==> src/rtl/id_stage_pipe_pkg.sv <==
// Shared RV32I decode definitions for the decode stage.
// Contents: opcodes, ALU op codes (including the Jal/Jalr link ops), the
// op1 source select, the decoded-instruction struct and the decode function.
package id_stage_pipe_pkg;

  localparam logic [6:0] OPC_LUI    = 7'h37;
  localparam logic [6:0] OPC_AUIPC  = 7'h17;
  localparam logic [6:0] OPC_JAL    = 7'h6f;
  localparam logic [6:0] OPC_JALR   = 7'h67;
  localparam logic [6:0] OPC_BRANCH = 7'h63;
  localparam logic [6:0] OPC_LOAD   = 7'h03;
  localparam logic [6:0] OPC_STORE  = 7'h23;
  localparam logic [6:0] OPC_OPIMM  = 7'h13;
  localparam logic [6:0] OPC_OP     = 7'h33;
  localparam logic [6:0] OPC_FENCE  = 7'h0f;

  localparam logic [6:0] F7_BASE = 7'h00;
  localparam logic [6:0] F7_ALT  = 7'h20;

  localparam logic [5:0] ALU_ADD  = 6'd0;
  localparam logic [5:0] ALU_SUB  = 6'd1;
  localparam logic [5:0] ALU_SLL  = 6'd2;
  localparam logic [5:0] ALU_SLT  = 6'd3;
  localparam logic [5:0] ALU_SLTU = 6'd4;
  localparam logic [5:0] ALU_XOR  = 6'd5;
  localparam logic [5:0] ALU_SRL  = 6'd6;
  localparam logic [5:0] ALU_SRA  = 6'd7;
  localparam logic [5:0] ALU_OR   = 6'd8;
  localparam logic [5:0] ALU_AND  = 6'd9;
  localparam logic [5:0] ALU_LUI  = 6'd10; // pass op2
  localparam logic [5:0] ALU_BR   = 6'd11; // branch: no EX result
  localparam logic [5:0] ALU_LB   = 6'd16; // loads: ALU_LB + funct3
  localparam logic [5:0] ALU_SB   = 6'd24; // stores: ALU_SB + funct3
  localparam logic [5:0] ALU_JAL  = 6'd32; // op1 carries the link value
  localparam logic [5:0] ALU_JALR = 6'd33;

  typedef enum logic [1:0] {OP1_RS, OP1_ZERO, OP1_PC, OP1_PC4} op1_sel_e;

  typedef struct packed {
    logic [5:0]  aluop;
    logic [31:0] imm;
    op1_sel_e    op1_sel;
    logic        op2_imm;
    logic        use1;
    logic        use2;
    logic        wreg;
    logic        is_br;
    logic        is_jal;
    logic        is_jalr;
    logic        illegal;
  } dec_t;

  function automatic dec_t decode(input logic [31:0] inst);
    dec_t d;
    logic [2:0] f3;
    logic [6:0] f7;
    logic [31:0] imm_i;
    f3 = inst[14:12];
    f7 = inst[31:25];
    imm_i = {{20{inst[31]}}, inst[31:20]};
    d = '0;
    d.aluop   = ALU_ADD;
    d.op1_sel = OP1_RS;
    d.op2_imm = 1'b1;
    case (inst[6:0])
      OPC_LUI: begin
        d.imm = {inst[31:12], 12'b0}; d.aluop = ALU_LUI; d.wreg = 1'b1; d.op1_sel = OP1_ZERO;
      end
      OPC_AUIPC: begin
        d.imm = {inst[31:12], 12'b0}; d.wreg = 1'b1; d.op1_sel = OP1_PC;
      end
      OPC_JAL: begin
        d.imm = {{11{inst[31]}}, inst[31], inst[19:12], inst[20], inst[30:21], 1'b0};
        d.aluop = ALU_JAL; d.wreg = 1'b1; d.op1_sel = OP1_PC4; d.is_jal = 1'b1;
      end
      OPC_JALR: begin
        d.imm = imm_i; d.use1 = 1'b1; d.aluop = ALU_JALR; d.wreg = 1'b1;
        d.op1_sel = OP1_PC4; d.is_jalr = 1'b1; d.illegal = (f3 != 3'd0);
      end
      OPC_BRANCH: begin
        d.imm = {{19{inst[31]}}, inst[31], inst[7], inst[30:25], inst[11:8], 1'b0};
        d.use1 = 1'b1; d.use2 = 1'b1; d.op2_imm = 1'b0; d.aluop = ALU_BR; d.is_br = 1'b1;
        d.illegal = (f3 == 3'd2) || (f3 == 3'd3);
      end
      OPC_LOAD: begin
        d.imm = imm_i; d.use1 = 1'b1; d.wreg = 1'b1; d.aluop = ALU_LB + {3'b0, f3};
        d.illegal = (f3 == 3'd3) || (f3 == 3'd6) || (f3 == 3'd7);
      end
      OPC_STORE: begin
        d.imm = {{20{inst[31]}}, inst[31:25], inst[11:7]};
        d.use1 = 1'b1; d.use2 = 1'b1; d.op2_imm = 1'b0; d.aluop = ALU_SB + {3'b0, f3};
        d.illegal = (f3 > 3'd2);
      end
      OPC_OPIMM: begin
        d.imm = imm_i; d.use1 = 1'b1; d.wreg = 1'b1;
        case (f3)
          3'd0: d.aluop = ALU_ADD;
          3'd2: d.aluop = ALU_SLT;
          3'd3: d.aluop = ALU_SLTU;   // immediate still sign-extended
          3'd4: d.aluop = ALU_XOR;
          3'd6: d.aluop = ALU_OR;
          3'd7: d.aluop = ALU_AND;
          3'd1: begin
            d.imm = {27'b0, inst[24:20]}; d.aluop = ALU_SLL; d.illegal = (f7 != F7_BASE);
          end
          default: begin
            d.imm = {27'b0, inst[24:20]};
            d.aluop = (f7 == F7_ALT) ? ALU_SRA : ALU_SRL;
            d.illegal = (f7 != F7_BASE) && (f7 != F7_ALT);
          end
        endcase
      end
      OPC_OP: begin
        d.use1 = 1'b1; d.use2 = 1'b1; d.op2_imm = 1'b0; d.wreg = 1'b1;
        case ({f7, f3})
          {F7_BASE, 3'd0}: d.aluop = ALU_ADD;
          {F7_ALT,  3'd0}: d.aluop = ALU_SUB;
          {F7_BASE, 3'd1}: d.aluop = ALU_SLL;
          {F7_BASE, 3'd2}: d.aluop = ALU_SLT;
          {F7_BASE, 3'd3}: d.aluop = ALU_SLTU;
          {F7_BASE, 3'd4}: d.aluop = ALU_XOR;
          {F7_BASE, 3'd5}: d.aluop = ALU_SRL;
          {F7_ALT,  3'd5}: d.aluop = ALU_SRA;
          {F7_BASE, 3'd6}: d.aluop = ALU_OR;
          {F7_BASE, 3'd7}: d.aluop = ALU_AND;
          default:         d.illegal = 1'b1;
        endcase
      end
      OPC_FENCE: d.op1_sel = OP1_ZERO;  // single-issue in-order: FENCE is a NOP
      default:   d.illegal = 1'b1;
    endcase
    // Undecodable words travel down the pipe as an all-zero NOP.
    if (d.illegal) begin
      d = '0;
      d.illegal = 1'b1;
      d.op1_sel = OP1_ZERO;
      d.op2_imm = 1'b1;
    end
    return d;
  endfunction

endpackage

==> src/rtl/id_stage_pipe_operand_fwd.sv <==
// id_operand_fwd: selects the value of one source register.
// Ports: rs_i (register index), rf_data_i (regfile value), fwd_valid_i /
// fwd_pend_i / fwd_rd_i / fwd_data_i (bypass sources, index 0 youngest),
// data_o (selected value), hazard_o (selected source is still pending).
module id_operand_fwd #(
  parameter int XLEN      = 32,
  parameter int FWD_PORTS = 2,
  parameter int REG_AW    = 5
) (
  input  logic [REG_AW-1:0]           rs_i,
  input  logic [XLEN-1:0]             rf_data_i,
  input  logic [FWD_PORTS-1:0]        fwd_valid_i,
  input  logic [FWD_PORTS-1:0]        fwd_pend_i,
  input  logic [FWD_PORTS*REG_AW-1:0] fwd_rd_i,
  input  logic [FWD_PORTS*XLEN-1:0]   fwd_data_i,
  output logic [XLEN-1:0]             data_o,
  output logic                        hazard_o
);

  logic [FWD_PORTS-1:0] hit;
  logic [XLEN-1:0]      src_data [FWD_PORTS];

  genvar gi;
  generate
    for (gi = 0; gi < FWD_PORTS; gi++) begin : g_src
      assign hit[gi]      = fwd_valid_i[gi] && (fwd_rd_i[gi*REG_AW +: REG_AW] == rs_i);
      assign src_data[gi] = fwd_data_i[gi*XLEN +: XLEN];
    end
  endgenerate

  // Walk from oldest to youngest so the lowest matching index wins.
  always_comb begin
    data_o   = rf_data_i;
    hazard_o = 1'b0;
    for (int n = FWD_PORTS - 1; n >= 0; n--) begin
      if (hit[n]) begin
        data_o   = src_data[n];
        hazard_o = fwd_pend_i[n];
      end
    end
    if (rs_i == '0) begin
      data_o   = '0;
      hazard_o = 1'b0;
    end
  end

endmodule

==> src/rtl/id_stage_pipe.sv <==
// id_stage_pipe: registered RV32I decode stage between IF and EX.
// Ports: clk/rst (async high), flush_i; IF handshake (if_valid_i, if_ready_o,
// if_pc_i, if_inst_i); regfile read (rf_raddr*_o, rf_rdata*_i); bypass
// sources (fwd_*_i); EX payload with valid/ready (ex_*); redirect_o /
// redirect_pc_o and illegal_o one-cycle pulses.
module id_stage_pipe
  import id_stage_pipe_pkg::*;
#(
  parameter int XLEN      = 32,
  parameter int FWD_PORTS = 2,
  parameter int REG_AW    = 5
) (
  input  logic                        clk,
  input  logic                        rst,
  input  logic                        flush_i,
  input  logic                        if_valid_i,
  output logic                        if_ready_o,
  input  logic [XLEN-1:0]             if_pc_i,
  input  logic [31:0]                 if_inst_i,
  output logic [REG_AW-1:0]           rf_raddr1_o,
  output logic [REG_AW-1:0]           rf_raddr2_o,
  input  logic [XLEN-1:0]             rf_rdata1_i,
  input  logic [XLEN-1:0]             rf_rdata2_i,
  input  logic [FWD_PORTS-1:0]        fwd_valid_i,
  input  logic [FWD_PORTS-1:0]        fwd_pend_i,
  input  logic [FWD_PORTS*REG_AW-1:0] fwd_rd_i,
  input  logic [FWD_PORTS*XLEN-1:0]   fwd_data_i,
  output logic                        ex_valid_o,
  input  logic                        ex_ready_i,
  output logic [5:0]                  ex_aluop_o,
  output logic [XLEN-1:0]             ex_op1_o,
  output logic [XLEN-1:0]             ex_op2_o,
  output logic [XLEN-1:0]             ex_imm_o,
  output logic [XLEN-1:0]             ex_pc_o,
  output logic [REG_AW-1:0]           ex_rd_o,
  output logic                        ex_wreg_o,
  output logic                        redirect_o,
  output logic [XLEN-1:0]             redirect_pc_o,
  output logic                        illegal_o
);

  typedef enum logic {ST_RUN = 1'b0, ST_SQUASH = 1'b1} state_e;
  state_e state_q, state_d;

  dec_t              dec;
  logic [XLEN-1:0]   imm, rs1_data, rs2_data, op1, op2, target;
  logic              hz1, hz2, hazard, br_cond, taken, discard, issue;

  logic              ex_valid_q, ex_wreg_q, redirect_q, illegal_q;
  logic [5:0]        ex_aluop_q;
  logic [XLEN-1:0]   ex_op1_q, ex_op2_q, ex_imm_q, ex_pc_q, redirect_pc_q, target_q;
  logic [REG_AW-1:0] ex_rd_q;

  assign dec         = decode(if_inst_i);
  assign imm         = XLEN'($signed(dec.imm));
  assign rf_raddr1_o = REG_AW'(if_inst_i[19:15]);
  assign rf_raddr2_o = REG_AW'(if_inst_i[24:20]);

  id_operand_fwd #(.XLEN(XLEN), .FWD_PORTS(FWD_PORTS), .REG_AW(REG_AW)) u_fwd_rs1 (
    .rs_i(rf_raddr1_o), .rf_data_i(rf_rdata1_i), .fwd_valid_i(fwd_valid_i),
    .fwd_pend_i(fwd_pend_i), .fwd_rd_i(fwd_rd_i), .fwd_data_i(fwd_data_i),
    .data_o(rs1_data), .hazard_o(hz1)
  );

  id_operand_fwd #(.XLEN(XLEN), .FWD_PORTS(FWD_PORTS), .REG_AW(REG_AW)) u_fwd_rs2 (
    .rs_i(rf_raddr2_o), .rf_data_i(rf_rdata2_i), .fwd_valid_i(fwd_valid_i),
    .fwd_pend_i(fwd_pend_i), .fwd_rd_i(fwd_rd_i), .fwd_data_i(fwd_data_i),
    .data_o(rs2_data), .hazard_o(hz2)
  );

  assign hazard = (dec.use1 && hz1) || (dec.use2 && hz2);

  always_comb begin
    case (if_inst_i[14:12])
      3'd0:    br_cond = (rs1_data == rs2_data);
      3'd1:    br_cond = (rs1_data != rs2_data);
      3'd4:    br_cond = ($signed(rs1_data) <  $signed(rs2_data));
      3'd5:    br_cond = ($signed(rs1_data) >= $signed(rs2_data));
      3'd6:    br_cond = (rs1_data <  rs2_data);
      3'd7:    br_cond = (rs1_data >= rs2_data);
      default: br_cond = 1'b0;
    endcase
  end

  assign taken  = dec.is_jal || dec.is_jalr || (dec.is_br && br_cond);
  assign target = dec.is_jalr ? ((rs1_data + imm) & ~XLEN'(1)) : (if_pc_i + imm);

  always_comb begin
    case (dec.op1_sel)
      OP1_ZERO: op1 = '0;
      OP1_PC:   op1 = if_pc_i;
      OP1_PC4:  op1 = if_pc_i + XLEN'(4);
      default:  op1 = rs1_data;
    endcase
  end
  assign op2 = dec.op2_imm ? imm : rs2_data;

  // While squashing, anything not at the latched target is swallowed
  // without looking at hazards or EX back-pressure.
  assign discard = (state_q == ST_SQUASH) && (if_pc_i != target_q);
  assign issue   = if_valid_i && if_ready_o && !discard;

  // FSM: state register
  always_ff @(posedge clk or posedge rst) begin
    if (rst) state_q <= ST_RUN;
    else     state_q <= state_d;
  end

  // FSM: next state
  always_comb begin
    state_d = state_q;
    if (flush_i)    state_d = ST_RUN;
    else if (issue) state_d = taken ? ST_SQUASH : ST_RUN;
  end

  // FSM: outputs
  always_comb begin
    if (discard) if_ready_o = 1'b1;
    else         if_ready_o = !hazard && (!ex_valid_q || ex_ready_i);
  end

  // EX pipeline register and one-shot pulses
  always_ff @(posedge clk or posedge rst) begin
    if (rst) begin
      ex_valid_q    <= 1'b0;
      ex_aluop_q    <= '0;
      ex_op1_q      <= '0;
      ex_op2_q      <= '0;
      ex_imm_q      <= '0;
      ex_pc_q       <= '0;
      ex_rd_q       <= '0;
      ex_wreg_q     <= 1'b0;
      redirect_q    <= 1'b0;
      redirect_pc_q <= '0;
      illegal_q     <= 1'b0;
      target_q      <= '0;
    end else begin
      redirect_q <= 1'b0;
      illegal_q  <= 1'b0;
      if (flush_i) begin
        ex_valid_q <= 1'b0;
      end else if (issue) begin
        ex_valid_q <= 1'b1;
        ex_aluop_q <= dec.aluop;
        ex_op1_q   <= op1;
        ex_op2_q   <= op2;
        ex_imm_q   <= imm;
        ex_pc_q    <= if_pc_i;
        ex_rd_q    <= dec.illegal ? '0 : REG_AW'(if_inst_i[11:7]);
        ex_wreg_q  <= dec.wreg;
        illegal_q  <= dec.illegal;
        redirect_q <= taken;
        if (taken) begin
          redirect_pc_q <= target;
          target_q      <= target;
        end
      end else if (ex_ready_i) begin
        ex_valid_q <= 1'b0;
      end
    end
  end

  assign ex_valid_o    = ex_valid_q;
  assign ex_aluop_o    = ex_aluop_q;
  assign ex_op1_o      = ex_op1_q;
  assign ex_op2_o      = ex_op2_q;
  assign ex_imm_o      = ex_imm_q;
  assign ex_pc_o       = ex_pc_q;
  assign ex_rd_o       = ex_rd_q;
  assign ex_wreg_o     = ex_wreg_q;
  assign redirect_o    = redirect_q;
  assign redirect_pc_o = redirect_pc_q;
  assign illegal_o     = illegal_q;

endmodule

==> config.mk <==
export PLATFORM = sky130hd
export DESIGN_NAME = id_stage_pipe
export DESIGN_NICKNAME = d
export VERILOG_FILES = /design/src/rtl/id_stage_pipe_pkg.sv /design/src/rtl/id_stage_pipe_operand_fwd.sv /design/src/rtl/id_stage_pipe.sv
export SDC_FILE = /design/constraint.sdc
export NUM_CORES = 1
export LEC_CHECK = 0
export BUFFER_PORTS_ARGS = -buffer_cell sky130_fd_sc_hd__buf_2
export CAP_MARGIN = 10
export CORE_ASPECT_RATIO = 1.1
export CORE_MARGIN = 2
export CORE_UTILIZATION = 36
export DETAILED_ROUTE_END_ITERATION = 16
export PLACE_DENSITY = 0.55
export SETUP_SLACK_MARGIN = 0.4
export SLEW_MARGIN = 30
export SYNTH_ARGS = -nofsm -noshare
export SYNTH_HDL_FRONTEND = slang
export SYNTH_SLANG_ARGS = --single-unit
==> constraint.sdc <==
create_clock -name clk -period 6.3 [get_ports clk]
set_input_delay 0.315 -clock clk [delete_from_list [all_inputs] [get_ports clk]]
set_output_delay 0.315 -clock clk [all_outputs]
set_load 0.02 [all_outputs]
[Yosys cells after proc, flatten, opt, wreduce, memory -nomap -nowiden]
Index checks and enable logic that the tools add are counted.
Word-level totals
  register bits after elaboration: 176
  word-level logic and storage cells: 149
  output and inout bits: 186
Cells by class
  bitwise gates (word level): 1
  multiplexer cells: 46
  reductions and logical operators: 42
  $lt $le $gt $ge: 5
  eq/ne operators: 38
  $add $sub $neg: 5
Operator list (number)
  $mux 32: 9
  $pmux 32 s6: 1
  $pmux 32 s3: 1
  $add 32x32->32: 2
  $ge 32x32->1: 2
  $lt 32x32->1: 2
  $ne 32x32->1: 2
  $mux 48: 1
  $pmux 6 s8: 1
  $eq 10x3->1 const B: 4
  $pmux 4 s9: 1
  $add 32x3->32 const B: 1
  $eq 32x32->1: 1
  $eq 7x6->1 const B: 4
  $pmux 4 s7: 1
  $mux 1: 26
  $eq 7x7->1 const B: 3
  $eq 10x2->1 const B: 2
  $eq 10x9->1 const B: 2
  $eq 5x5->1: 4
  $eq 7x5->1 const B: 2
  $add 5x3->6 const A: 2
  $eq 3x3->1 const B: 4
  $logic_and 1x1->1: 12
  other kinds (31): 47

[Depth between registers and ports, before layout]
Gate-level depths: netlist (run 1).
  depth after elaboration: 14
  depth in mapped cells: 24
  depth with buffers taken out: 22

[Hierarchy]
A second synthesis (run 1) with hierarchy kept.
Second synthesis, totals
  cell total of the unflattened synthesis: 2043
  area total of the unflattened synthesis: 15940.3 um^2
By module, submodules not included
  id_stage_pipe: cells an instance 1683, times used 1, area each 13320.3 um^2
  id_operand_fwd: cells an instance 180, times used 2, area each 1310.0 um^2

[Least setup slack after synthesis (run 1)]
No wires, ideal clock.
  kind: input-to-reg
  start: input if_inst_i[15]
  end: register target_q[3]
  path slack: 734 ps
  path buffers: 3
  arrival time: 5442 ps
  setup time: 125 ps
  cell stages on the path: 20
  data required time: 6175 ps
  cells stage by stage: xor2_1 -> or3b_2 -> nor2_1 -> clkbuf_1 -> clkbuf_1 -> mux2i_1 -> a211oi_1 -> ha_1 -> and4_1 -> nand4_1 -> or3_1 -> nand4b_1 -> or4_1 -> nor3_1 -> nor3_1 -> a31oi_1 -> a41oi_2 -> nor2_1 -> buf_2 -> mux2_2
On the way
  longest elaborated chain between the ends: 13
Ends and longest elaborated chain
  from (decl): RTL line id_stage_pipe.sv:19  | input logic [31:0] if_inst_i,
  branches (longest 13 deep; another with $ge 32x32->1)
  to (signal assigned): RTL line id_stage_pipe.sv:155  | target_q <= target;
  to (decl): RTL line id_stage_pipe.sv:51  | logic [XLEN-1:0] ex_op1_q, ex_op2_q, ex_imm_q, ex_pc_q, redirect_pc_q, target_q;
Several ways; the timed one is not identified.
A chain may end at the register's enable or synchronous reset.

[Worst setup path after layout (run 1)]
  start: input if_inst_i[15]
  end: register target_q[29]
The elaborated chain is that of the path after synthesis.

==> impl_summary.txt, run 1 <==
----------------------------------------------------
[Clock network]
  Cell at the root of the clock tree ... clkbuf_16
  Clock tree from TritonCTS ... done
  Deepest clock path buffer count ... 2
  CTS H-tree lvls ... 4
  Number of buffers created by CTS ... 17
  Number of clock sinks ... 176
  Skew-Pair Late Insertion Delay ... 470 ps
  Post-CTS setup buffer count ... 0
  Clock slew seen by the registers of the worst setup and hold paths ... 70 ps
  Cells resized by post-CTS repair ... 0

[Route]
  Iteration-0 DRC Markers ... 1313
  Met3 Wirelength ... 3.728 mm
  DRC violations left ... 0
  ANT nets after route ... 0
  Number of vias in the routed layout ... 16783
  Highest layer used for signal routing ... met5
  Routed vias/inst ... 5.752
  Post-detailed-routing wire length ... 73.86 mm
  Met2 wire length ... 34.17 mm
  Drt first pass iters ... 5
  Mean routed wirelength per cell ... 25.31 um
  Sum of routed wire segments on met1 ... 33.14 mm

[Synth]
  Synth Register Bits ... 176
  YS warnings ... 0
  Cell types with the largest area share after synthesis ... dfrtp_1, nand2_1, ha_1, mux2i_1, xor2_1
  Post-Synthesis Mean Instance Area ... 7.931 sq um
  Share of flip-flops with an asynchronous set or reset after synthesis ... 1.000
  Nets in the synthesized netlist ... 2258
  Post-synthesis instance area ... 15490 sq um
  Post-synth EDFFs ... 0
  Leading register cell type out of synthesis ... dfrtp_1
  Cell taking the most area after synthesis ... dfrtp_1
  Post-synthesis instance total ... 1953
  Synth unique cells ... 91
  Top cell type's share of synthesized area ... 0.2843
  Seq/Total Area, Yosys ... 0.2843

[STA]
  Fmax ... 179.8 MHz
  Min Clock Period, post-route ... 5562 ps
  Number of max-slew violations in the final report ... 0
  Unrepaired setup endpoints after global routing ... no
  Total negative slack ... 0 ps
  Number of hold-slack violations in the final timing report ... 0
  Actual slew at the worst max-slew pin ... 950.8 ps
  Worst clock skew on the final layout ... 15.86 ps
  Relative max-transition margin ... 0.3646
  Share of the clock period used by the worst path ... 0.8829
  Final number of setup-violating endpoints ... 0

[Setup path]
  Crit Path Class ... input port to flop
  Crit path launch type ... input port
  Launching point of the worst reg2reg path ... target_q[13]$_DFFE_PP0P_
  Crit path from ... if_inst_i[15]
  Critical Path End Type ... flop
  Required time of the critical path ... 6650 ps
  Max FO, Critical Path ... 30
  Data arrival at the endpoint of the critical path ... 5910 ps

[Floorplanning]
  Starting density of the core ... 0.3653
  Std-Cell Core Area ... 42400 sq um
  Number of standard-cell rows in the floorplan ... 79
  Width of the die ... 201.8 um
  DIE HEIGHT ... 221.6 um
  I/O Pins ... 397
  Die footprint ... 44700 sq um

[Global route]
  Largest net degree at the start of global routing ... 77
  Antenna violations before repair ... 1
  Global-route wire length before repair ... 107.6 mm
  Global route overflow ... 0
  GRT Resource Usage Total ... 0.3240
  Via count of the first global-routing pass ... 16323

[Status]
  Result of the run ... completed

[Placed design]
  Placer congestion estimate ... 0.9548
  Cell count after placement ... 2885
  Number of I/O port buffers ... 396
  Post-DP HPWL ... 59.59 mm

[Finish]
  Final antenna diode count ... 0
  Layout overhead on the synthesized area ... 23.01%
  Share of final-layout standard cells stronger than drive strength 1 ... 0.2442
  Leading cell type in the layout, fill and taps excluded ... buf_2
  Final layout net count ... 2643
  Most used cells in the layout excluding fill and tap cells ... buf_2, nand2_1, dfrtp_1, o21ai_0, nor2_1
  Cell Count, Final, Fillers Out ... 2918

[Pwr]
  Cell Pwr Density ... 174.0 nW/um^2
  Peak supply drop ... 206.6 uV
  P_leak ... 9.525 nW

[Flow run]
  Max capacitance violation total ... 0

[Hold path]
  HP Class ... input port to flop
  Start point of the worst hold path ... flush_i

----------------------------------------------------
[Yosys cell counts (11+ instances only)]
cell type  count
a211oi_1      38
a21o_1        39
a21oi_1      102
a22oi_1       21
a31oi_1       18
and3_1        14
buf_1         11
clkbuf_1      94
dfrtp_1      176
ha_1          92
inv_1         67
mux2_1        12
mux2_2        19
mux2i_1       70
nand2_1      363
nand2b_1      13
nand3_1       35
nand4_1       31
nor2_1       138
nor3_1        29
nor4_1        12
o211ai_1      38
o21a_1        40
o21ai_0      132
o221ai_1      30
or3_1         11
xnor2_1       57
xor2_1        76
[power breakdown]
group	internal [mW]	total (mW)	leakage (nW)	switching (mW)
Sequential	1.21	1.27	2.32	0.0574
Combinational	0.341	0.973	6.94	0.632
Clock	0.558	1.07	0.269	0.514
Total	2.11	3.32	9.53	1.20
[sequential cells by signal, summed over array words and instances (netlist names)]
name and flops:
ex_wreg_o 1, illegal_o 1, ex_imm_o 32, redirect_o 1, state_q 1, ex_pc_o 32
ex_op2_o 32, ex_rd_o 5, target_q 32, ex_aluop_o 6, ex_op1_o 32, ex_valid_o 1
[cell families (layout without fill, tap and decap cells)]
family | after synthesis | in the layout | share of synthesized area
AO/OA/AOI/OAI | 555 | 555 | 0.2423
XOR/XNOR | 133 | 133 | 0.07520
adder cells (fa/ha/maj) | 95 | 95 | 0.07762
buffers and inverters | 191 | 589 | 0.04984
flip-flops | 176 | 176 | 0.2843
multiplexers | 101 | 101 | 0.06777
AND/OR/NAND/NOR | 702 | 702 | 0.2029
[critical path, cell delays in order]
cell and delay, ps:
buf_2 140, xor2_1 180, or3b_2 520, nor2_4 140, buf_4 300, mux2i_1 140
a211oi_1 800, ha_1 280, and3_1 200, nand4_1 130, or3_1 440, nand4b_1 240
or4_1 490, nor3_1 220, nor3_1 100, a31oi_1 210, a41oi_2 230, nor2_2 190
buf_12 250, mux2_2 360
[layer usage]
layer / vias up / global-route usage
li1: 7835 / -
met1: 8142 / 0.4406
met2: 677 / 0.5271
met3: 127 / 0.03924
met4: 2 / 0.1205
met5: - / 0
[metrics by stage]
stage	power (mW)	utilization	worst slack (ps)	area [sq um]	hold WS [ps]
floorplan	1.827	-	733.6	15490	378.1
global placement	2.250	0.4359	412.3	18480	453.6
detailed placement	2.256	0.4360	383.0	18490	459.2
CTS	3.331	0.4494	898.1	19050	27.77
global route	3.463	0.4494	547.7	19050	36.65
finish	3.316	0.4494	737.7	19050	58.21
[path summary, 6_finish.rpt]
kind,endpoint,slack [ps],cells after the start
worst max register to register,ex_op2_o[16]$_DFFE_PP0P_,2500,9
worst min-delay path,ex_valid_o$_DFFE_PP0P_,60,2
worst min register to register,ex_pc_o[11]$_DFFE_PP0P_,470,2
max in group asynchronous,ex_imm_o[22]$_DFFE_PP0P_,4410,4
worst max-delay path,target_q[29]$_DFFE_PP0P_,740,20
min in group asynchronous,ex_op2_o[21]$_DFFE_PP0P_,500,3
[timing repair]
item,CTS,global route
hold buffers,1,0
hold endpoints to repair,36,0
endpoints found under the setup margin,0,0
[final cells by class]
type / count / area [sq um]
clock buffer: 21 / 450.4
fill: 4398 / 23350
multi-input combinational: 1586 / 10360
timing repair buffer: 490 / 2765
sequential: 176 / 4404
inverter: 67 / 256.5
tap: 567 / 709.4
clock inverter: 11 / 103.9
Power figures use the tool's default switching activity.
==> run 2: changes to the inputs <==
--- a/config.mk
+++ b/config.mk
@@ -7,11 +7,13 @@
 export LEC_CHECK = 0
 export BUFFER_PORTS_ARGS = -buffer_cell sky130_fd_sc_hd__buf_2
 export CAP_MARGIN = 10
+export CELL_PAD_IN_SITES_DETAIL_PLACEMENT = 1
+export CELL_PAD_IN_SITES_GLOBAL_PLACEMENT = 2
 export CORE_ASPECT_RATIO = 1.1
 export CORE_MARGIN = 2
-export CORE_UTILIZATION = 36
+export CORE_UTILIZATION = 31
 export DETAILED_ROUTE_END_ITERATION = 16
-export PLACE_DENSITY = 0.55
+export PLACE_DENSITY = 0.79
 export SETUP_SLACK_MARGIN = 0.4
 export SLEW_MARGIN = 30
 export SYNTH_ARGS = -nofsm -noshare
==> run 2 against run 1 <==
  * Die area rose by 16%
  * Non-clock buffer count fell by 27
  * Highest routed layer unchanged
  * Sequential share of layout area rose by 0.084 points
  * Fmax rose by 2.5%
  * Combinational power barely moved
  * Sequential cell count did not move
  * Clock skew fell by 3.4 ps
  * Utilization fell by 6.3 points
==> impl_summary.txt, run 2 (synthesized netlist as in run 1, its figures left out) <==
----------------------------------------------------
[STA]
  Share of the clock period used by the worst path ... 0.8617
  Number of hold-slack violations in the final timing report ... 0
  Total negative slack ... 0 ps
  Final-layout worst hold slack ... 69.90 ps
  Final number of setup-violating endpoints ... 0
  Min setup slack post-route ... 871.3 ps
  Relative max-transition margin ... 0.3321
  Actual slew at the worst max-slew pin ... 999.9 ps
  Min Clock Period, post-route ... 5429 ps
  Fmax ... 184.2 MHz
  Number of max-slew violations in the final report ... 0
  Worst clock skew on the final layout ... 12.45 ps
  Unrepaired setup endpoints after global routing ... no

[Global route]
  Largest net degree at the start of global routing ... 91
  Global route overflow ... 0
  Via count of the first global-routing pass ... 17198
  GRT Resource Usage Total ... 0.3126
  Global-route wire length before repair ... 117.9 mm
  Antenna violations before repair ... 1

[Pwr]
  Overall power after layout ... 3.366 mW
  Cell Pwr Density ... 177.3 nW/um^2
  Peak supply drop ... 180.8 uV
  P_leak ... 9.408 nW

[Placed design]
  Placer congestion estimate ... 0.9717
  Number of I/O port buffers ... 396
  Cell count after placement ... 2940
  Area after detailed placement ... 18370 sq um
  Post-DP HPWL ... 66.94 mm
  Post-Place Setup Slack ... 203.6 ps

[Setup path]
  Required time of the critical path ... 6690 ps
  Crit path launch type ... input port
  Critical Path End Type ... flop
  Data arrival at the endpoint of the critical path ... 5820 ps
  Max FO, Critical Path ... 30
  Crit Path Class ... input port to flop

[Clock network]
  Deepest clock path buffer count ... 2
  CTS H-tree lvls ... 4
  Clock tree from TritonCTS ... done
  Clock slew seen by the registers of the worst setup and hold paths ... 70 ps
  Cell at the root of the clock tree ... clkbuf_16
  Number of buffers created by CTS ... 17
  Skew-Pair Late Insertion Delay ... 510 ps
  Number of clock sinks ... 176

[Finish]
  Final core occ ... 0.3864
  Most used cells in the layout excluding fill and tap cells ... buf_2, nand2_1, dfrtp_1, o21ai_0, nor2_1
  Sequential cell area ... 4404 sq um
  Area of the multi-input gates ... 10370 sq um
  Final antenna diode count ... 0
  Fill cell instance count of the final layout ... 6025
  Cell area after layout ... 18990 sq um
  Leading cell type in the layout, fill and taps excluded ... buf_2
  Final layout net count ... 2616
  Layout overhead on the synthesized area ... 22.57%
  Cell Count, Final, Fillers Out ... 2973
  Share of final-layout standard cells stronger than drive strength 1 ... 0.2344

[Floorplanning]
  Starting density of the core ... 0.3153
  Std-Cell Core Area ... 49130 sq um
  Number of standard-cell rows in the floorplan ... 85
  I/O Pins ... 397
  DIE HEIGHT ... 238.4 um
  Width of the die ... 217.1 um
  Die footprint ... 51770 sq um

[Route]
  DRC violations left ... 0
  Number of vias in the routed layout ... 17121
  Drt first pass iters ... 5
  ANT nets after route ... 0
  Routed vias/inst ... 5.759
  Post-detailed-routing wire length ... 81.94 mm
  Iteration-0 DRC Markers ... 1334
  Mean routed wirelength per cell ... 27.56 um

[Status]
  Result of the run ... completed

[Flow run]
  Max capacitance violation total ... 0

[Hold path]
  HP Class ... input port to flop

----------------------------------------------------
## run 2: cell types whose count changed in the layout (fill, tap and decap cells not counted), sizes merged
cell	delta
clkinv	-3
buf	-28
dlygate4sd3	+1
clkinvlp	-1
clkbuf	+1
## run 2: area by class of cell
class / count / area share
multi-input combinational: 1586 / 0.5463
sequential: 176 / 0.2320
timing repair buffer: 463 / 0.1362
tap: 652 / 0.04297
clock buffer: 22 / 0.02498
inverter: 67 / 0.01351
clock inverter: 7 / 0.004086
## run 2: metal layers
layer	part of all wire	global-route usage
met5	0.00013	0
met4	0.040	0.1285
met3	0.057	0.05124
met2	0.47	0.5153
met1	0.43	0.4056
## run 2: path summary, 6_finish.rpt
check	start	endpoint	slack, ps	cells after the start
setup / recovery	if_inst_i[15]	target_q[28]$_DFFE_PP0P_	870	21
hold / removal	if_inst_i[11]	ex_rd_o[4]$_DFFE_PP0P_	70	3
setup reg to reg	target_q[13]$_DFFE_PP0P_	ex_op2_o[13]$_DFFE_PP0P_	2430	9
hold reg to reg	ex_pc_o[7]$_DFFE_PP0P_	ex_pc_o[7]$_DFFE_PP0P_	470	2
max in group asynchronous	rst	ex_pc_o[6]$_DFFE_PP0P_	4580	4
min in group asynchronous	rst	ex_imm_o[27]$_DFFE_PP0P_	410	3
## run 2: where the power goes
part	switching [mW]	total [mW]	internal (mW)	leakage, nW
combinational	0.665	1.00	0.340	6.82
sequential	0.0609	1.27	1.21	2.32
clock	0.515	1.09	0.572	0.270
## run 2: timing repair
item                       4_1_cts  5_1_grt
hold buffers                     2        0
setup endpoints to repair        0        3
resized for setup                0        2
hold endpoints to repair        56        0
buffers inserted                 0        0
## run 2: critical path: stages
cell and delay [ps]:
buf_2 140, xor2_1 170, or3b_2 530, nor2_4 450
buf_4 270, mux2i_1 100, a211oi_1 440, buf_4 250
ha_1 260, or3_1 350, a21oi_1 140, nor2_1 60
a221oi_1 380, a21oi_1 120, nor2b_1 120, a41oi_1 110
or4_1 610, a41oi_2 350, nor2_2 80, buf_12 180
mux2_1 340
